**src/rtl/sdram_frame_sched.sv**
```systemverilog
`default_nettype none
// ============================================================================
// Module   : sdram_frame_sched
// Purpose  : SDRAM burst request scheduler for a ping-pong frame buffer.
//            Issues one line-sized write or read burst at a time, arbitrates
//            write vs. read round-robin, and steers the writer and the
//            display reader onto opposite buffers so a frame under
//            construction is never shown.
// Options  : define SCHED_STATS_EN to add frame/stall statistic counters.
// Revision : 1.0 - initial release
// ============================================================================
module sdram_frame_sched #(
    parameter int ADDR_W    = 24,
    parameter int ROW_LSB   = 9,
    parameter int LINE_W    = 13,
    parameter int LINES     = 128,
    parameter int BUF_BIT   = 22,
    parameter int FIFO_W    = 11,
    parameter int WR_THRESH = 512,
    parameter int RD_THRESH = 512
) (
    input  logic              clk_133M_i,
    input  logic              rst_133i,
    input  logic [FIFO_W-1:0] wr_fifo_used_i,
    input  logic [FIFO_W-1:0] rd_fifo_used_i,
    input  logic              vsync_i,
    output logic              wr_req_o,
    input  logic              wr_ack_i,
    output logic [ADDR_W-1:0] wr_add_o,
    output logic              rd_req_o,
    input  logic              rd_ack_i,
    output logic [ADDR_W-1:0] rd_add_o,
    output logic              wr_buf_o,
    output logic              rd_buf_o,
    output logic              frame_ready_o,
    output logic              wr_frame_done_o,
    output logic              wr_stall_o
`ifdef SCHED_STATS_EN
    ,
    output logic [15:0]       frames_wr_o,
    output logic [15:0]       frames_rd_o,
    output logic [23:0]       stall_cyc_o
`endif
);

    // Line counters are one bit wider than the field so they can hold LINES.
    localparam logic [LINE_W:0]   LINES_C   = (LINE_W+1)'(LINES);
    localparam logic [LINE_W:0]   LAST_LINE = (LINE_W+1)'(LINES - 1);
    localparam logic [LINE_W:0]   LINE_ONE  = (LINE_W+1)'(1);
    localparam logic [FIFO_W-1:0] WR_TH     = FIFO_W'(WR_THRESH);
    localparam logic [FIFO_W-1:0] RD_TH     = FIFO_W'(RD_THRESH);

    typedef enum logic [1:0] {
        ARB_IDLE    = 2'd0,
        ARB_WR_BUSY = 2'd1,
        ARB_RD_BUSY = 2'd2
    } arb_state_t;

    typedef enum logic {
        WR_ACTIVE   = 1'b0,
        WR_WAIT_BUF = 1'b1
    } wr_state_t;

    typedef enum logic {
        GRANT_WR = 1'b0,
        GRANT_RD = 1'b1
    } grant_t;

    arb_state_t      arb_state;
    wr_state_t       wr_state;
    grant_t          last_grant;
    logic [LINE_W:0] wr_line;
    logic [LINE_W:0] rd_line;
    logic            last_done;

    logic              wr_elig;
    logic              rd_elig;
    logic              wr_done_evt;
    logic [ADDR_W-1:0] wr_addr_next;
    logic [ADDR_W-1:0] rd_addr_next;

    // Build a burst address: buffer select bit plus line index, all else zero.
    function automatic logic [ADDR_W-1:0] mk_addr(input logic buf_sel,
                                                  input logic [LINE_W:0] line);
        logic [ADDR_W-1:0] a;
        a                      = '0;
        a[BUF_BIT]             = buf_sel;
        a[ROW_LSB +: LINE_W]   = line[LINE_W-1:0];
        return a;
    endfunction

    // Eligibility of each side, next burst addresses, and frame-end detect.
    always_comb begin
        wr_elig      = (wr_state == WR_ACTIVE) && (wr_fifo_used_i >= WR_TH) &&
                       (wr_line < LINES_C);
        rd_elig      = frame_ready_o && vsync_i && (rd_line < LINES_C) &&
                       (rd_fifo_used_i <= RD_TH);
        wr_done_evt  = (arb_state == ARB_WR_BUSY) && wr_ack_i && (wr_line == LAST_LINE);
        wr_addr_next = mk_addr(wr_buf_o, wr_line);
        rd_addr_next = mk_addr(rd_buf_o, rd_line);
    end

    // Arbiter, writer buffer FSM and reader frame control.
    always_ff @(posedge clk_133M_i) begin
        if (rst_133i) begin
            arb_state       <= ARB_IDLE;
            wr_state        <= WR_ACTIVE;
            last_grant      <= GRANT_RD;
            wr_line         <= '0;
            rd_line         <= '0;
            last_done       <= 1'b0;
            wr_req_o        <= 1'b0;
            rd_req_o        <= 1'b0;
            wr_add_o        <= '0;
            rd_add_o        <= '0;
            wr_buf_o        <= 1'b0;
            rd_buf_o        <= 1'b0;
            frame_ready_o   <= 1'b0;
            wr_frame_done_o <= 1'b0;
            wr_stall_o      <= 1'b0;
        end else begin
            wr_frame_done_o <= 1'b0;

            // Addresses are frozen while their request is outstanding.
            if (!wr_req_o) wr_add_o <= wr_addr_next;
            if (!rd_req_o) rd_add_o <= rd_addr_next;

            case (arb_state)
                ARB_IDLE: begin
                    if (wr_elig && (!rd_elig || (last_grant == GRANT_RD))) begin
                        arb_state  <= ARB_WR_BUSY;
                        wr_req_o   <= 1'b1;
                        last_grant <= GRANT_WR;
                    end else if (rd_elig) begin
                        arb_state  <= ARB_RD_BUSY;
                        rd_req_o   <= 1'b1;
                        last_grant <= GRANT_RD;
                    end
                end
                ARB_WR_BUSY: begin
                    if (wr_ack_i) begin
                        wr_req_o  <= 1'b0;
                        arb_state <= ARB_IDLE;
                        if (wr_done_evt) begin
                            wr_frame_done_o <= 1'b1;
                            last_done       <= wr_buf_o;
                            frame_ready_o   <= 1'b1;
                            wr_line         <= '0;
                            // Other buffer is free unless the reader sits on it.
                            if (rd_buf_o != ~wr_buf_o) begin
                                wr_buf_o <= ~wr_buf_o;
                            end else begin
                                wr_state   <= WR_WAIT_BUF;
                                wr_stall_o <= 1'b1;
                            end
                        end else begin
                            wr_line <= wr_line + LINE_ONE;
                        end
                    end
                end
                ARB_RD_BUSY: begin
                    if (rd_ack_i) begin
                        rd_req_o  <= 1'b0;
                        arb_state <= ARB_IDLE;
                        // A read finishing during blank restarts the frame.
                        rd_line   <= vsync_i ? (rd_line + LINE_ONE) : '0;
                    end
                end
                default: begin
                    arb_state <= ARB_IDLE;
                    wr_req_o  <= 1'b0;
                    rd_req_o  <= 1'b0;
                end
            endcase

            // Writer leaves the stall once the reader has moved to the last frame.
            if ((wr_state == WR_WAIT_BUF) && (rd_buf_o == last_done)) begin
                wr_buf_o   <= ~last_done;
                wr_state   <= WR_ACTIVE;
                wr_stall_o <= 1'b0;
            end

            // During vertical blank the reader jumps to the newest complete frame.
            if (!vsync_i) begin
                if (frame_ready_o) rd_buf_o <= last_done;
                if (arb_state != ARB_RD_BUSY) rd_line <= '0;
            end
        end
    end

`ifdef SCHED_STATS_EN
    logic rd_done_evt;

    // A read completes a frame only if it lands outside blank on the last line.
    always_comb begin
        rd_done_evt = (arb_state == ARB_RD_BUSY) && rd_ack_i && vsync_i &&
                      (rd_line == LAST_LINE);
    end

    // Free-running wrap-around statistics.
    always_ff @(posedge clk_133M_i) begin
        if (rst_133i) begin
            frames_wr_o <= '0;
            frames_rd_o <= '0;
            stall_cyc_o <= '0;
        end else begin
            if (wr_done_evt) frames_wr_o <= frames_wr_o + 16'd1;
            if (rd_done_evt) frames_rd_o <= frames_rd_o + 16'd1;
            if (wr_stall_o)  stall_cyc_o <= stall_cyc_o + 24'd1;
        end
    end
`endif

endmodule
`default_nettype wire
```
**config.mk**
```make
export PLATFORM = sky130hd
export DESIGN_NAME = sdram_frame_sched
export DESIGN_NICKNAME = d
export VERILOG_FILES = /design/src/rtl/sdram_frame_sched.sv
export SDC_FILE = /design/constraint.sdc
export NUM_CORES = 1
export LEC_CHECK = 0
export ABC_AREA = 0
export CAP_MARGIN = 20
export CELL_PAD_IN_SITES_DETAIL_PLACEMENT = 0
export CELL_PAD_IN_SITES_GLOBAL_PLACEMENT = 1
export CORE_MARGIN = 2
export CORE_UTILIZATION = 25
export DETAILED_ROUTE_END_ITERATION = 8
export PLACE_DENSITY_LB_ADDON = 0.1
export SLEW_MARGIN = 20
export SYNTH_ARGS = -nofsm -noshare
export SYNTH_HDL_FRONTEND = slang
export SYNTH_SLANG_ARGS = --single-unit
```
**constraint.sdc**
```tcl
create_clock -name clk_133M_i -period 6 [get_ports clk_133M_i]
set_input_delay 0.6 -clock clk_133M_i [delete_from_list [all_inputs] [get_ports clk_133M_i]]
set_output_delay 0.6 -clock clk_133M_i [all_outputs]
set_load 0.03 [all_outputs]
```
Word level (Yosys, flattened, before mapping)
Cells that the tools add are included.

storage, ports and cells
  register bits = 67
  output and inout port bits = 55
  word-level logic and storage cells = 93
  input bits = 27

cells by class
  order comparisons = 4
  bitwise operators = 8
  eq/ne operators = 12
  multiplexer cells = 25
  add/sub/neg operators = 2
  reduce and logical (&&, ||, !) cells = 28

operator list
  cell                     count
  $mux W14                 6
  $add A14 B1 Y14 const B  2
  $lt A14 B8 Y1 const B    2
  $eq A14 B7 Y1 const B    1
  $mux W1                  12
  $ne A2 B2 Y1 const B     6
  $reduce_and A4 Y1        3
  $ge A11 B10 Y1 const B   1
  $le A11 B10 Y1 const B   1
  $reduce_bool A2 Y1       5
  $logic_and A1 B1 Y1      9
  $reduce_and A3 Y1        3
  $mux W2                  4
  $not A1 Y1               8
  $pmux W1 S3              2
  $pmux W2 S3              1
  $reduce_and A2 Y1        3
  $ne A3 B3 Y1 const B     1
  $reduce_or A3 Y1         1
  $eq A2 B1 Y1 const B     1
  $eq A2 B2 Y1 const B     1
  $logic_not A2 Y1         1
  $reduce_or A2 Y1         1
  $eq A1 B1 Y1             1
  3 further kinds          3

Longest topological paths before layout
  word-level depth = 8
  mapped depth = 7
  gate-level depth less buffers = 5

Worst setup path before layout
No wires, ideal clock.

  kind = flip-flop to flip-flop
  start = register wr_line[10]
  end = register wr_state
  path buffers = 1
  arrival = 1943 ps
  data required time = 5929 ps
  cell stages (with the launch flop) = 6
  period minus slack after synthesis = 2013 ps
  setup time = 71 ps
  path slack = 3987 ps
  path through = dfxtp_1 > or4_4 > or3_1 > buf_2 > or4_1 > a21oi_1

on the way
  cells in the longest elaborated chain, start to end = 3

ends and longest elaborated chain
  item                                RTL line  source
  start: declaration                  72        logic [LINE_W:0] wr_line;
  start signal: assignment            157       wr_line <= wr_line + LINE_ONE;
  $eq A14 B7 Y1                       98        wr_done_evt = (arb_state == ARB_WR_BUSY) && wr_ack_i && (wr_line == LAST_LINE);
  $logic_and A1 B1 Y1                 98
  $reduce_and A4 Y1 (no source line)  n/a
  end signal: assignment              107       wr_state <= WR_ACTIVE;
  end signal: assignment              153       wr_state <= WR_WAIT_BUF;
  end signal: assignment              179       wr_state <= WR_ACTIVE;
  end: declaration                    70        wr_state_t wr_state;

Every way passes these cells.
A chain may end at the register's enable or synchronous reset.

Final worst setup path
  start = input wr_ack_i
  end = register wr_line[5]

on the way
  cells in the longest elaborated chain, start to end = 3
  elaborated cells between the ends (all ways) = 4
  classes of those cells = 1 x mux; 3 x reduce/logical

ends and longest elaborated chain
  item                               RTL line  source
  start: declaration                 28        input logic wr_ack_i,
  $logic_and A1 B1 Y1 (2 in series)  98
  $mux W14                           144       if (wr_done_evt) begin

Parallel ways exist; a longest one is shown, timed or not.

==> summary.txt <==
slew margin rel. - 37.96%
Reg2Reg Depth - 4
final layout net count - 415
mapped cell area - 3043 µm²
Critical Path RT - 6180 ps
crit path launch - wr_ack_i
Post-synth EDFFs - 0
commonest non-fill, non-tap cells in the layout - dfxtp_1 (67), nor2_1 (61), clkdlybuf4s50_1 (52)
top_reg_cell synth - dfxtp_1
PnR worst setup slack - 3099 ps
Pins Over Slew Limit - 0
Yosys top cell by area - dfxtp_1
clock buffer depth - 2
synthesized flop and latch total - 67
CP delay by family, top - simple AND/OR/NAND/NOR gates
root buffer cell - clkbuf_16
CTS Sinks - 67
Stages on worst setup path - 5
max incr delay on CP - 740 ps
Placed Cells - 522
Pwr Total - 1.005 mW
initial antenna violation count - 0
Clock Latency Late Sink - 330 ps
WL met3 - 201 µm
total CTS buffers - 9
final wirelength - 7157 µm
Startpoint Class - input pin
core area - 11960 µm²
Syn-to-layout area delta - 26.97%
worst setup path endpoint - wr_line[5]
global-route wire length before repair - 11800 µm
Post-Synthesis Cells - 343
CTS tree - done
vias - 2396
Initial Utilization - 25.44%
CP cell instances - clkdlybuf4s50_1 > nand4b_1 > or2_2 > o21bai_1 > nor2_1
DR WL/cell - 13.33 µm
Slowest-stage cell, CP - o21bai_1
GRT Residual Overflow - 0
# DRC - 0
Crit Path Class - in -> reg
worst endpoint data arrival time - 3080 ps
CP Capture Type - flop
Setup TNS - 0 ps
Tcrit/Tclk final - 48.34%
vias in the first global route - 2303
RSZ-0062 raised after global routing - false
largest net degree at the start of global routing - 50
Leak - 1.342 nW
Min-Delay Path Class - reg -> reg
Area contributors post-synth - dfxtp_1 (44%), mux2i_1 (9.9%), nor2_1 (7.5%)
diode count - 0
Die Span Y - 114.3 µm
minimum setup slack among reg-to-reg paths - 3390 ps
final hold violation count - 0
most common cell after layout, fill and taps aside - dfxtp_1
gp weighted congestion - 0.7329
Met1 Routed Length - 3268 µm
Non-Filler Instances - 537
Buffers on Ports - 52
top cell type's share of synthesized area - 44.08%
Crit Path Max Fanout - 11
HP Start - rd_add_o[18]
Max Cap Violations - 0
layout cells sized above 1 - 5.385%
DP Worst Slack - 2669 ps
final setup fails - 0
antenna-violating nets left - 0
fin crit period - 2901 ps
Yosys warnings - 0
total track usage - 11.73%
WP buf/inv - 1
Reg-to-Reg Start - arb_state[0]
asr flop ratio synth - 0%
drt first pass iters - 5
Fin Clk Skew - 3.320 ps
uppermost layer routed - met4
syn_area_per_cell - 8.871 µm²
Hold WS - 488.5 ps
pwr/cell area - 260.0 nW/µm²
DIE AREA - 13070 µm²
die width - 114.3 µm
I/O Pins - 82
routed vias/inst - 4.462
Worst-Margin Slew - 929.4 ps
Crit Reg-Reg Endpoint - wr_line[5]
Max rail drop VDD - 151.8 µV
sequential share of the synthesized area - 44.08%
# Post-CTS Setup Buffers - 0
H-tree levels - 3
# rows - 40
clk slew on worst S/H paths - 50 ps
FMAX - 0.3448 GHz
HPWL Detailed - 4923 µm
DR WL met2 - 3588 µm
number of DRC markers in iteration 0 - 94
status - complete, no violations
synth unique cells - 48
CTS resizes - 0
hold-fix buffer count after cts - 0
registers in the layout, summed over array words and instances (netlist names):
register / flops
frame_ready_o: 1
wr_add_o: 14
wr_state: 1
rd_add_o: 14
wr_buf_o: 1
last_done: 1
arb_state: 2
wr_req_o: 1
rd_req_o: 1
rd_buf_o: 1
wr_line: 14
last_grant: 1
rd_line: 14
wr_frame_done_o: 1
tightest hold or removal path, cell delays in order, from the launching register on:
cell	delay, ps
dfxtp_1	320
mux2i_1	70
nor2_1	70
synth_stat cells, types with 2 or more instances:
master and instances:
a21oi_1 9, a31oi_1 2, and2_1 2, and3_1 2, and3b_1 2, buf_1 2
buf_2 2, buf_4 20, clkbuf_1 17, dfxtp_1 67, ha_1 2, inv_1 5
mux2i_1 30, nand2_1 14, nand3_1 9, nand3b_1 3, nand4_1 10, nand4b_1 2
nor2_1 61, nor3_1 11, nor3b_1 3, nor4_1 8, o21a_1 2, o21ai_0 6
o21ba_2 2, o21bai_1 2, o41ai_1 2, or2_2 2, or3_1 4, or4_1 3
xnor2_1 12, xor2_1 9
per-layer routing:
metal,track usage (%),vias to the layer above
li1,-,1238
met5,0,-
met2,20.16,42
met4,4.472,0
met3,3.600,8
met1,13.69,1108
cells by family (layout without fill, tap and decap cells):
logic type,count (synthesis),count (layout),synth area share (%)
simple gates,143,143,23.68
flops,67,67,44.08
buf+inv,46,74,8.224
compound gates,33,33,7.155
mux,30,30,9.868
xor+xnor,21,21,6.045
fa+ha+maj,2,2,0.8222
other cells,1,20,0.1232
metrics by stage:
stage	utilization (%)	instance area (µm²)
6_report	32.30	3864
4_1_cts	32.30	3864
3_3_place_gp	30.12	3602
2_1_floorplan	-	3114
5_1_grt	32.30	3864
3_5_place_dp	30.12	3602
area by class of cell:
cell class | count | area (µm²)
clock buffer | 12 | 246.5
inverter | 5 | 18.77
multi-input combinational | 249 | 1523
tap | 147 | 183.9
fill | 1261 | 8098
sequential | 67 | 1341
timing repair buffer | 54 | 535.5
clock inverter | 3 | 15.01
power breakdown:
group / switching (mW) / internal (mW) / leakage (nW)
registers: 0.0133 / 0.451 / 0.541
clock network: 0.181 / 0.286 / 0.132
logic: 0.0429 / 0.0298 / 0.669
worst min-delay path by stage:
| stage | endpoint | slack (ps) | cells after the start |
|---|---|---|---|
| final | rd_add_o[18] | 490 | 2 |
| after global routing | rd_add_o[16] | 520 | 2 |
| after CTS | rd_add_o[14] | 500 | 2 |
| after detailed placement | rd_add_o[14] | 480 | 2 |
| after global placement | rd_add_o[17] | 470 | 2 |
| after floorplan | wr_line[1] | 460 | 2 |
(Power assumes the default switching activity.)
